`src/rtl/jump_motion_ctrl_if.sv`:
```
// Signal bundle between the jump controller and the position counter / game logic.
interface jump_motion_ctrl_if;
  logic       frame_tick;
  logic       jump_btn;
  logic       halt;
  logic [9:0] pos_q;
  logic       up;
  logic       dw;
  logic       CE;
  logic       LD;
  logic [9:0] D;
  logic       airborne;

  modport slave (
    input  frame_tick, jump_btn, halt, pos_q,
    output up, dw, CE, LD, D, airborne
  );

  modport master (
    output frame_tick, jump_btn, halt, pos_q,
    input  up, dw, CE, LD, D, airborne
  );
endinterface

```
`src/rtl/jump_motion_ctrl.sv`:
```
// Player jump arc controller: rise, hover at apex, fall, then snap to ground via
// the position counter's load input. One pixel per frame tick.
module jump_motion_ctrl #(
  parameter logic [9:0] GROUND       = 10'd400,
  parameter logic [9:0] JUMP_HEIGHT  = 10'd120,
  parameter int         HOVER_FRAMES = 16
) (
  input logic          clk,
  input logic          reset,
  jump_motion_ctrl_if.slave bus
);
  localparam logic [9:0] APEX = GROUND - JUMP_HEIGHT;
  localparam int HW = (HOVER_FRAMES > 1) ? $clog2(HOVER_FRAMES) : 1;
  localparam logic [HW-1:0] HOVER_LAST = HW'(HOVER_FRAMES - 1);

  typedef enum logic [2:0] {
    S_INIT, S_GROUND, S_RISE, S_HOVER, S_FALL, S_LAND
  } state_t;

  state_t        r_state;
  logic          r_up, r_dw, r_ld, r_airborne;
  logic [HW-1:0] r_hover_cnt;
  logic          r_btn_prev, r_jump_req;
  logic          w_step;

  // Motion only advances on a frame tick while not halted.
  assign w_step = bus.frame_tick & ~bus.halt;

  always_ff @(posedge clk) begin
    if (reset) begin
      r_state     <= S_INIT;
      r_up        <= 1'b0;
      r_dw        <= 1'b0;
      r_ld        <= 1'b0;
      r_airborne  <= 1'b0;
      r_hover_cnt <= '0;
      r_btn_prev  <= 1'b0;
      r_jump_req  <= 1'b0;
    end else begin
      r_up       <= 1'b0;
      r_dw       <= 1'b0;
      r_ld       <= 1'b0;
      r_btn_prev <= bus.jump_btn;
      // Requests only latch on the ground, so a held button cannot re-jump.
      if (r_state != S_GROUND)
        r_jump_req <= 1'b0;
      else if (bus.jump_btn && !r_btn_prev)
        r_jump_req <= 1'b1;

      unique case (r_state)
        S_INIT: begin
          r_ld    <= 1'b1;
          r_state <= S_GROUND;
        end
        S_GROUND: begin
          if (w_step && r_jump_req) begin
            r_jump_req <= 1'b0;
            r_airborne <= 1'b1;
            r_state    <= S_RISE;
          end
        end
        S_RISE: begin
          if (w_step) begin
            if (bus.pos_q > APEX) begin
              r_dw <= 1'b1;
            end else begin
              r_hover_cnt <= '0;
              r_state     <= S_HOVER;
            end
          end
        end
        S_HOVER: begin
          if (w_step) begin
            if (r_hover_cnt == HOVER_LAST) r_state <= S_FALL;
            else r_hover_cnt <= r_hover_cnt + 1'b1;
          end
        end
        S_FALL: begin
          if (w_step) begin
            if (bus.pos_q < GROUND) begin
              r_up <= 1'b1;
            end else begin
              r_airborne <= 1'b0;
              r_state    <= S_LAND;
            end
          end
        end
        S_LAND: begin
          r_ld    <= 1'b1;
          r_state <= S_GROUND;
        end
        default: r_state <= S_INIT;
      endcase
    end
  end

  assign bus.up       = r_up;
  assign bus.dw       = r_dw;
  assign bus.LD       = r_ld;
  assign bus.airborne = r_airborne;
  assign bus.CE       = ~bus.halt;
  assign bus.D        = GROUND;
endmodule
```
`src/flat_wrapper.sv`:
```
// flat-port wrapper written by rule: the top's interface ports become plain ports
module jump_motion_ctrl_flat 
#(
  parameter logic [9:0] GROUND       = 10'd400,
  parameter logic [9:0] JUMP_HEIGHT  = 10'd120,
  parameter int         HOVER_FRAMES = 16
)
  (clk, reset, bus_frame_tick, bus_jump_btn, bus_halt, bus_pos_q, bus_up, bus_dw, bus_CE, bus_LD, bus_D, bus_airborne);
  jump_motion_ctrl_if bus_i ();
  input logic clk;
  input logic reset;
  input wire logic [$bits(bus_i.frame_tick)-1:0] bus_frame_tick;
  input wire logic [$bits(bus_i.jump_btn)-1:0] bus_jump_btn;
  input wire logic [$bits(bus_i.halt)-1:0] bus_halt;
  input wire logic [$bits(bus_i.pos_q)-1:0] bus_pos_q;
  output wire logic [$bits(bus_i.up)-1:0] bus_up;
  output wire logic [$bits(bus_i.dw)-1:0] bus_dw;
  output wire logic [$bits(bus_i.CE)-1:0] bus_CE;
  output wire logic [$bits(bus_i.LD)-1:0] bus_LD;
  output wire logic [$bits(bus_i.D)-1:0] bus_D;
  output wire logic [$bits(bus_i.airborne)-1:0] bus_airborne;
  assign bus_i.frame_tick = bus_frame_tick;
  assign bus_i.jump_btn = bus_jump_btn;
  assign bus_i.halt = bus_halt;
  assign bus_i.pos_q = bus_pos_q;
  assign bus_up = bus_i.up;
  assign bus_dw = bus_i.dw;
  assign bus_CE = bus_i.CE;
  assign bus_LD = bus_i.LD;
  assign bus_D = bus_i.D;
  assign bus_airborne = bus_i.airborne;
  jump_motion_ctrl #(.GROUND(GROUND), .JUMP_HEIGHT(JUMP_HEIGHT), .HOVER_FRAMES(HOVER_FRAMES)) u_core (.clk(clk), .reset(reset), .bus(bus_i));
endmodule
```
`config.mk`:
```
export PLATFORM = sky130hd
export DESIGN_NAME = jump_motion_ctrl_flat
export DESIGN_NICKNAME = d
export VERILOG_FILES = /design/src/rtl/jump_motion_ctrl_if.sv /design/src/rtl/jump_motion_ctrl.sv /design/src/flat_wrapper.sv
export SDC_FILE = /design/constraint.sdc
export NUM_CORES = 1
export LEC_CHECK = 0
export CAP_MARGIN = 10
export CORE_MARGIN = 2
export CORE_UTILIZATION = 45
export CTS_CLUSTER_SIZE = 24
export DETAILED_ROUTE_END_ITERATION = 16
export PLACE_DENSITY = 0.9
export SLEW_MARGIN = 30
export SYNTH_ARGS = -nofsm -noshare
export SYNTH_HDL_FRONTEND = slang
export SYNTH_SLANG_ARGS = --single-unit
export TNS_END_PERCENT = 5
```
`constraint.sdc`:
```
create_clock -name clk -period 3 [get_ports clk]
set_clock_uncertainty 0.2 [all_clocks]
set_input_delay 0.45 -clock clk [delete_from_list [all_inputs] [get_ports clk]]
set_output_delay 0.45 -clock clk [all_outputs]
set_load 0.03 [all_outputs]
```
Yosys cells after proc, flatten, opt, wreduce, memory -nomap -nowiden
Cells that the tools add are included.
Word-level totals
  bits in registers: 13
  output and inout bits: 15
  logic and storage cells: 67
Operators by class
  add/sub/neg operators: 1
  magnitude comparators: 2
  equality and inequality tests: 15
  multiplexer cells: 24
  bitwise logic cells: 5
  reduce and logical (&&, ||, !) cells: 12
Operators by type and width (count)
  3-bit 2-to-1 mux: 7
  4-bit 2-to-1 mux: 4
  3-bit one-hot mux with 5 select lines: 1
  10-bit by 9-bit greater-than comparator with 1-bit output (second input constant): 1
  10-bit by 9-bit less-than comparator with 1-bit output (second input constant): 1
  1-bit 2-to-1 mux: 10
  2-bit by 1-bit inequality test with 1-bit output (second input constant): 5
  4-bit one-hot mux with 2 select lines: 1
  7-bit AND reduction: 1
  3-bit by 2-bit equality test with 1-bit output (second input constant): 2
  3-bit equality test (second input constant): 2
  2-bit inequality test (second input constant): 3
  3-bit OR reduction: 2
  5-bit AND reduction: 1
  4-bit by 1-bit adder with 4-bit output (second input constant): 1
  4-bit equality test (second input constant): 1
  1-bit NOT: 4
  4-bit AND reduction: 1
  2-bit nonzero test: 2
  3-bit by 1-bit equality test with 1-bit output (second input constant): 1
  3-bit logical NOT: 1
  3-bit by 1-bit inequality test with 1-bit output (second input constant): 1
  1-bit logical AND: 2
  1-bit one-hot mux with 2 select lines: 1
  other kinds (3): 3

Longest topological paths before layout
  depth in word-level cells: 6
  mapped depth: 5
  gate-level depth less buffers: 5

Worst setup path before layout
No wires, ideal clock.
  path type: input -> register
  start: input port bus_pos_q[6]
  end: register u_core.r_state[0]
  arrival: 1288 ps
  slack: 1397 ps
  stages: 4
  path buffers: 0
  path through: or3_1 -> a31oi_2 -> a221oi_1 -> and3_1
Between the ends
  longest elaborated chain between the ends: 3
  elaborated cells between the ends (all ways): 5
  classes of those cells: 2 x order compare; 2 x eq/ne; 1 x reduce/logical
RTL lines
  start, declared: RTL line flat_wrapper.sv:15  | input wire logic [$bits(bus_i.pos_q)-1:0] bus_pos_q;
  10-bit by 9-bit less-than comparator with 1-bit output / 10-bit by 9-bit greater-than comparator with 1-bit output (equally long branches): RTL line jump_motion_ctrl.sv:80, jump_motion_ctrl.sv:64
  2-bit inequality test (no source line)
  7-bit AND reduction (no source line) (*)
  end signal, assigned: RTL line jump_motion_ctrl.sv:84  | r_state <= S_LAND;
  end signal, assigned: RTL line jump_motion_ctrl.sv:90  | r_state <= S_GROUND;
  end signal, assigned: RTL line jump_motion_ctrl.sv:92  | default: r_state <= S_INIT;
  end, declared: RTL line jump_motion_ctrl.sv:20  | state_t r_state;
Every way passes the cells marked *; elsewhere a longest branch is shown, timed or not.
A chain may end at the register's enable or synchronous reset.

Worst setup path after layout
  start: input port bus_halt
  end: output port bus_CE
Between the ends
  longest elaborated chain between the ends: 1
RTL lines
  start, declared: RTL line flat_wrapper.sv:14  | input wire logic [$bits(bus_i.halt)-1:0] bus_halt;
  1-bit NOT: RTL line jump_motion_ctrl.sv:101  | assign bus.CE = ~bus.halt;
  end, declared: RTL line flat_wrapper.sv:18  | output wire logic [$bits(bus_i.CE)-1:0] bus_CE;
Every way passes these cells.

==> run_results.csv <==
group,metric,value,unit
flow_run,max_cap_viol_count,0,
global_routing,grt_pass1_wl,2480,um
setup_path,cpPeakStageDelay,0.66,ns
clock_tree,ctsHoldBuffers,0,
routing,drc,0,
routing,via_per_inst,5.47,
routing,drt_iter0_drc,21,
clock_tree,htree_levels,1,
synthesis,ys.warnings.count,0,
synthesis,syn_inst,90,
synthesis,synth_compound_area_frac,0.199,
setup_path,critPathLaunchType,"input pin",
run_status,status,"complete, no violations",
global_routing,gr-usage-met3,0.0714,
floorplanning,die_w,45.4,um
setup_path,required,2.35,ns
floorplanning,die_h,45.4,um
timing,setup_ws,0.713,ns
placed_design,post-place-ws,0.711,ns
placed_design,placed_cells,120,
pwr,switching_share,0.275,
placed_design,portBuffers,19,
finish,final_common_cell,"clkdlybuf4s50_1",
global_routing,grt_pass1_vias,575,
floorplanning,fp.coreArea,1560,um^2
pwr,pwr-share-comb,0.185,
pwr,power_switching,0.0965,mW
timing,setup_viol,0,
routing,num_vias,678,
global_routing,grt-ovfl-total,0,
clock_tree,cts_buffers,3,
global_routing,grt_usage,0.165,
pwr,vdd_drop_max,0.000247,V
placed_design,dpl.hpwl,1160,um
setup_path,critPathKind,"in -> out",
synthesis,synth_top_family_by_area,"simple AND/OR/NAND/NOR gates",
floorplanning,initial_utilization,0.495,
timing,timing.hold.ws,0.296,ns
setup_path,rr_endpoint,"u_core.r_hover_cnt[1]$_SDFFE_PP0P_",
pwr,clkPwrFrac,0.302,
routing,routed_wl,1500,um
clock_tree,clk_pin_slew,0.08,ns
global_routing,grtUsageMet1,0.209,
setup_path,path_max_fanout,4,
finish,antenna_cells,0,
floorplanning,die_area,2060,um^2
global_routing,grt.busiest_layer,"met2",
global_routing,grt_max_degree,16,
timing,fmax,437,MHz
finish,area_growth,23.0,%
setup_path,cp.arrival,1.64,ns
timing,finalHoldViolations,0,
timing,worstMarginPinSlew,0.582,ns
synthesis,synthAdderAreaFrac,0.0162,
synthesis,synth_edf_count,0,
floorplanning,rows,14,
synthesis,synth_simple_gate_area_share,0.295,
timing,fin_crit_sh,0.762,
setup_path,cpMostUsedCell,"clkdlybuf4s50_1",
setup_path,crit_path_start,"bus_halt",
clock_tree,cts_buffer_depth,2,
clock_tree,cts_resized,0,
synthesis,netlist_area,772,um^2
hold_path,min-delay-path-class,"reg -> reg",
setup_path,path_cells,"clkdlybuf4s50_1 > inv_1 > clkdlybuf4s50_1",
setup_path,cp_slowest_cell,"clkdlybuf4s50_1",
setup_path,rr_startpoint,"u_core.r_state[1]$_SDFFE_PP0P_",
synthesis,synth-xor-area-share,0,
pwr,power_leakage,0.348,nW
pwr,power,0.350,mW
routing,detail-route-antenna-nets,0,
clock_tree,clk_latency,0.27,ns
clock_tree,post_cts_buffers,0,
hold_path,holdCritStartpoint,"u_core.r_hover_cnt[1]$_SDFFE_PP0P_",
pwr,p_seq_frac,0.513,
clock_tree,cts_tree,"built",
synthesis,synth.area.mux_share,0.0130,
routing,detail_route.first_pass.iterations,4,
floorplanning,ios,30,
synthesis,synthArstFlopShare,0,
clock_tree,clkSinkCount,13,
setup_path,r2r_slack,1.36,ns
global_routing,antenna_found_initial,0,
setup_path,reg2regPathDepth,4,
setup_path,crit_path_end,"bus_CE",
routing,routedWlPerCell,12.1,um
timing,relSlewSlack,0.611,
clock_tree,root_buffer,"clkbuf_4",
timing,finalSetupTns,0,ns
finish,layout.cells.non_filler,124,
finish,layout.nets,125,
setup_path,end_kind,"primary output",
synthesis,yosysUniqueCellTypes,39,
synthesis,ys_ff_latch,13,
timing,grt_setup_unrepaired,"no",
placed_design,place.gp.congestion,0.793,
pwr,powerDensity,369,nW/um^2
finish,layout-drive-gt1-share,0.0741,
timing,fin_crit,2.29,ns
synthesis,ys.flop_type,"dfxtp_1",
synthesis,avgSynthCellArea,8.58,um^2
synthesis,synth.yosys.seq_area_share,0.337,
finish,final_cell_mix,"19 x clkdlybuf4s50_1, 13 x dfxtp_1, 10 x conb_1",
timing,drv_slew,0,
pwr,p_int,0.254,mW
global_routing,grt_use_met2,0.251,
==> critical path: cells and delay by family <==
family / cells / cell delay (ns)
buffers and inverters: 3 / 1.18
==> flip-flops by register name, indices dropped and copies added (netlist names) <==
name and count:
u_core.r_jump_req 1, u_core.r_btn_prev 1, u_core.bus.up 1, u_core.bus.dw 1
u_core.bus.LD 1, u_core.r_hover_cnt 4, u_core.r_state 3, u_core.bus.airborne 1
==> through the flow <==
step           instance area, um^2   util
2_1_floorplan                  802      -
6_report                       950  0.609
4_1_cts                        950  0.609
5_1_grt                        950  0.609
3_5_place_dp                   923  0.592
3_3_place_gp                   923  0.592
==> power groups by stage <==
stage	registers, mW	logic (mW)	clock network (mW)
after detailed placement	0.184	0.0646	0
after CTS	0.180	0.0646	0.110
after floorplan	0.183	0.0479	0
final	0.180	0.0650	0.106
after global placement	0.183	0.0637	0
after global routing	0.180	0.0698	0.121
==> per-layer routing <==
layer,wire length [um],part of all wire
met5,0,0
met4,0,0
met1,694,0.46
met2,739,0.49
met3,66,0.044
==> logic make-up after synthesis <==
group                    after synthesis
other                                  2
buffers and inverters                 16
adder cells (fa/ha/maj)                1
flip-flops                            13
AND/OR/NAND/NOR                       38
multiplexers                           1
AO/OA/AOI/OAI                         19
==> worst min path at each step <==
| stage | to | slack, ns | cells past startpoint |
|---|---|---|---|
| 2_1_floorplan | u_core.r_hover_cnt[3]$_SDFFE_PP0P_ | 0.26 | 1 |
| 3_5_place_dp | u_core.r_hover_cnt[1]$_SDFFE_PP0P_ | 0.29 | 2 |
| 5_1_grt | u_core.r_hover_cnt[1]$_SDFFE_PP0P_ | 0.32 | 2 |
| 4_1_cts | u_core.r_hover_cnt[1]$_SDFFE_PP0P_ | 0.30 | 2 |
| 6_report | u_core.r_hover_cnt[1]$_SDFFE_PP0P_ | 0.30 | 2 |
| 3_3_place_gp | u_core.r_hover_cnt[1]$_SDFFE_PP0P_ | 0.28 | 2 |
==> cell usage after synthesis, types with 2 or more instances <==
cell | number | area share
a21oi_2 | 2 | 0.023
a31oi_1 | 3 | 0.024
and3_1 | 2 | 0.016
buf_2 | 2 | 0.013
buf_4 | 10 | 0.097
conb_1 | 2 | 0.0097
dfxtp_1 | 13 | 0.34
inv_1 | 3 | 0.015
nand2_1 | 2 | 0.0097
nand2b_1 | 6 | 0.049
nor2_1 | 7 | 0.034
nor2b_1 | 2 | 0.016
nor3_1 | 6 | 0.039
nor4_1 | 4 | 0.032
o21ai_0 | 2 | 0.013
==> area by class of cell <==
class	instances	area (um^2)
Sequential cell	13	260
Tap cell	16	20.0
Timing Repair Buffer	19	190
Multi-Input combinational cell	69	442
Clock buffer	4	26.3
Inverter	3	11.3
Fill cell	136	609
No activity file was read; power rests on OpenSTA's default activity.
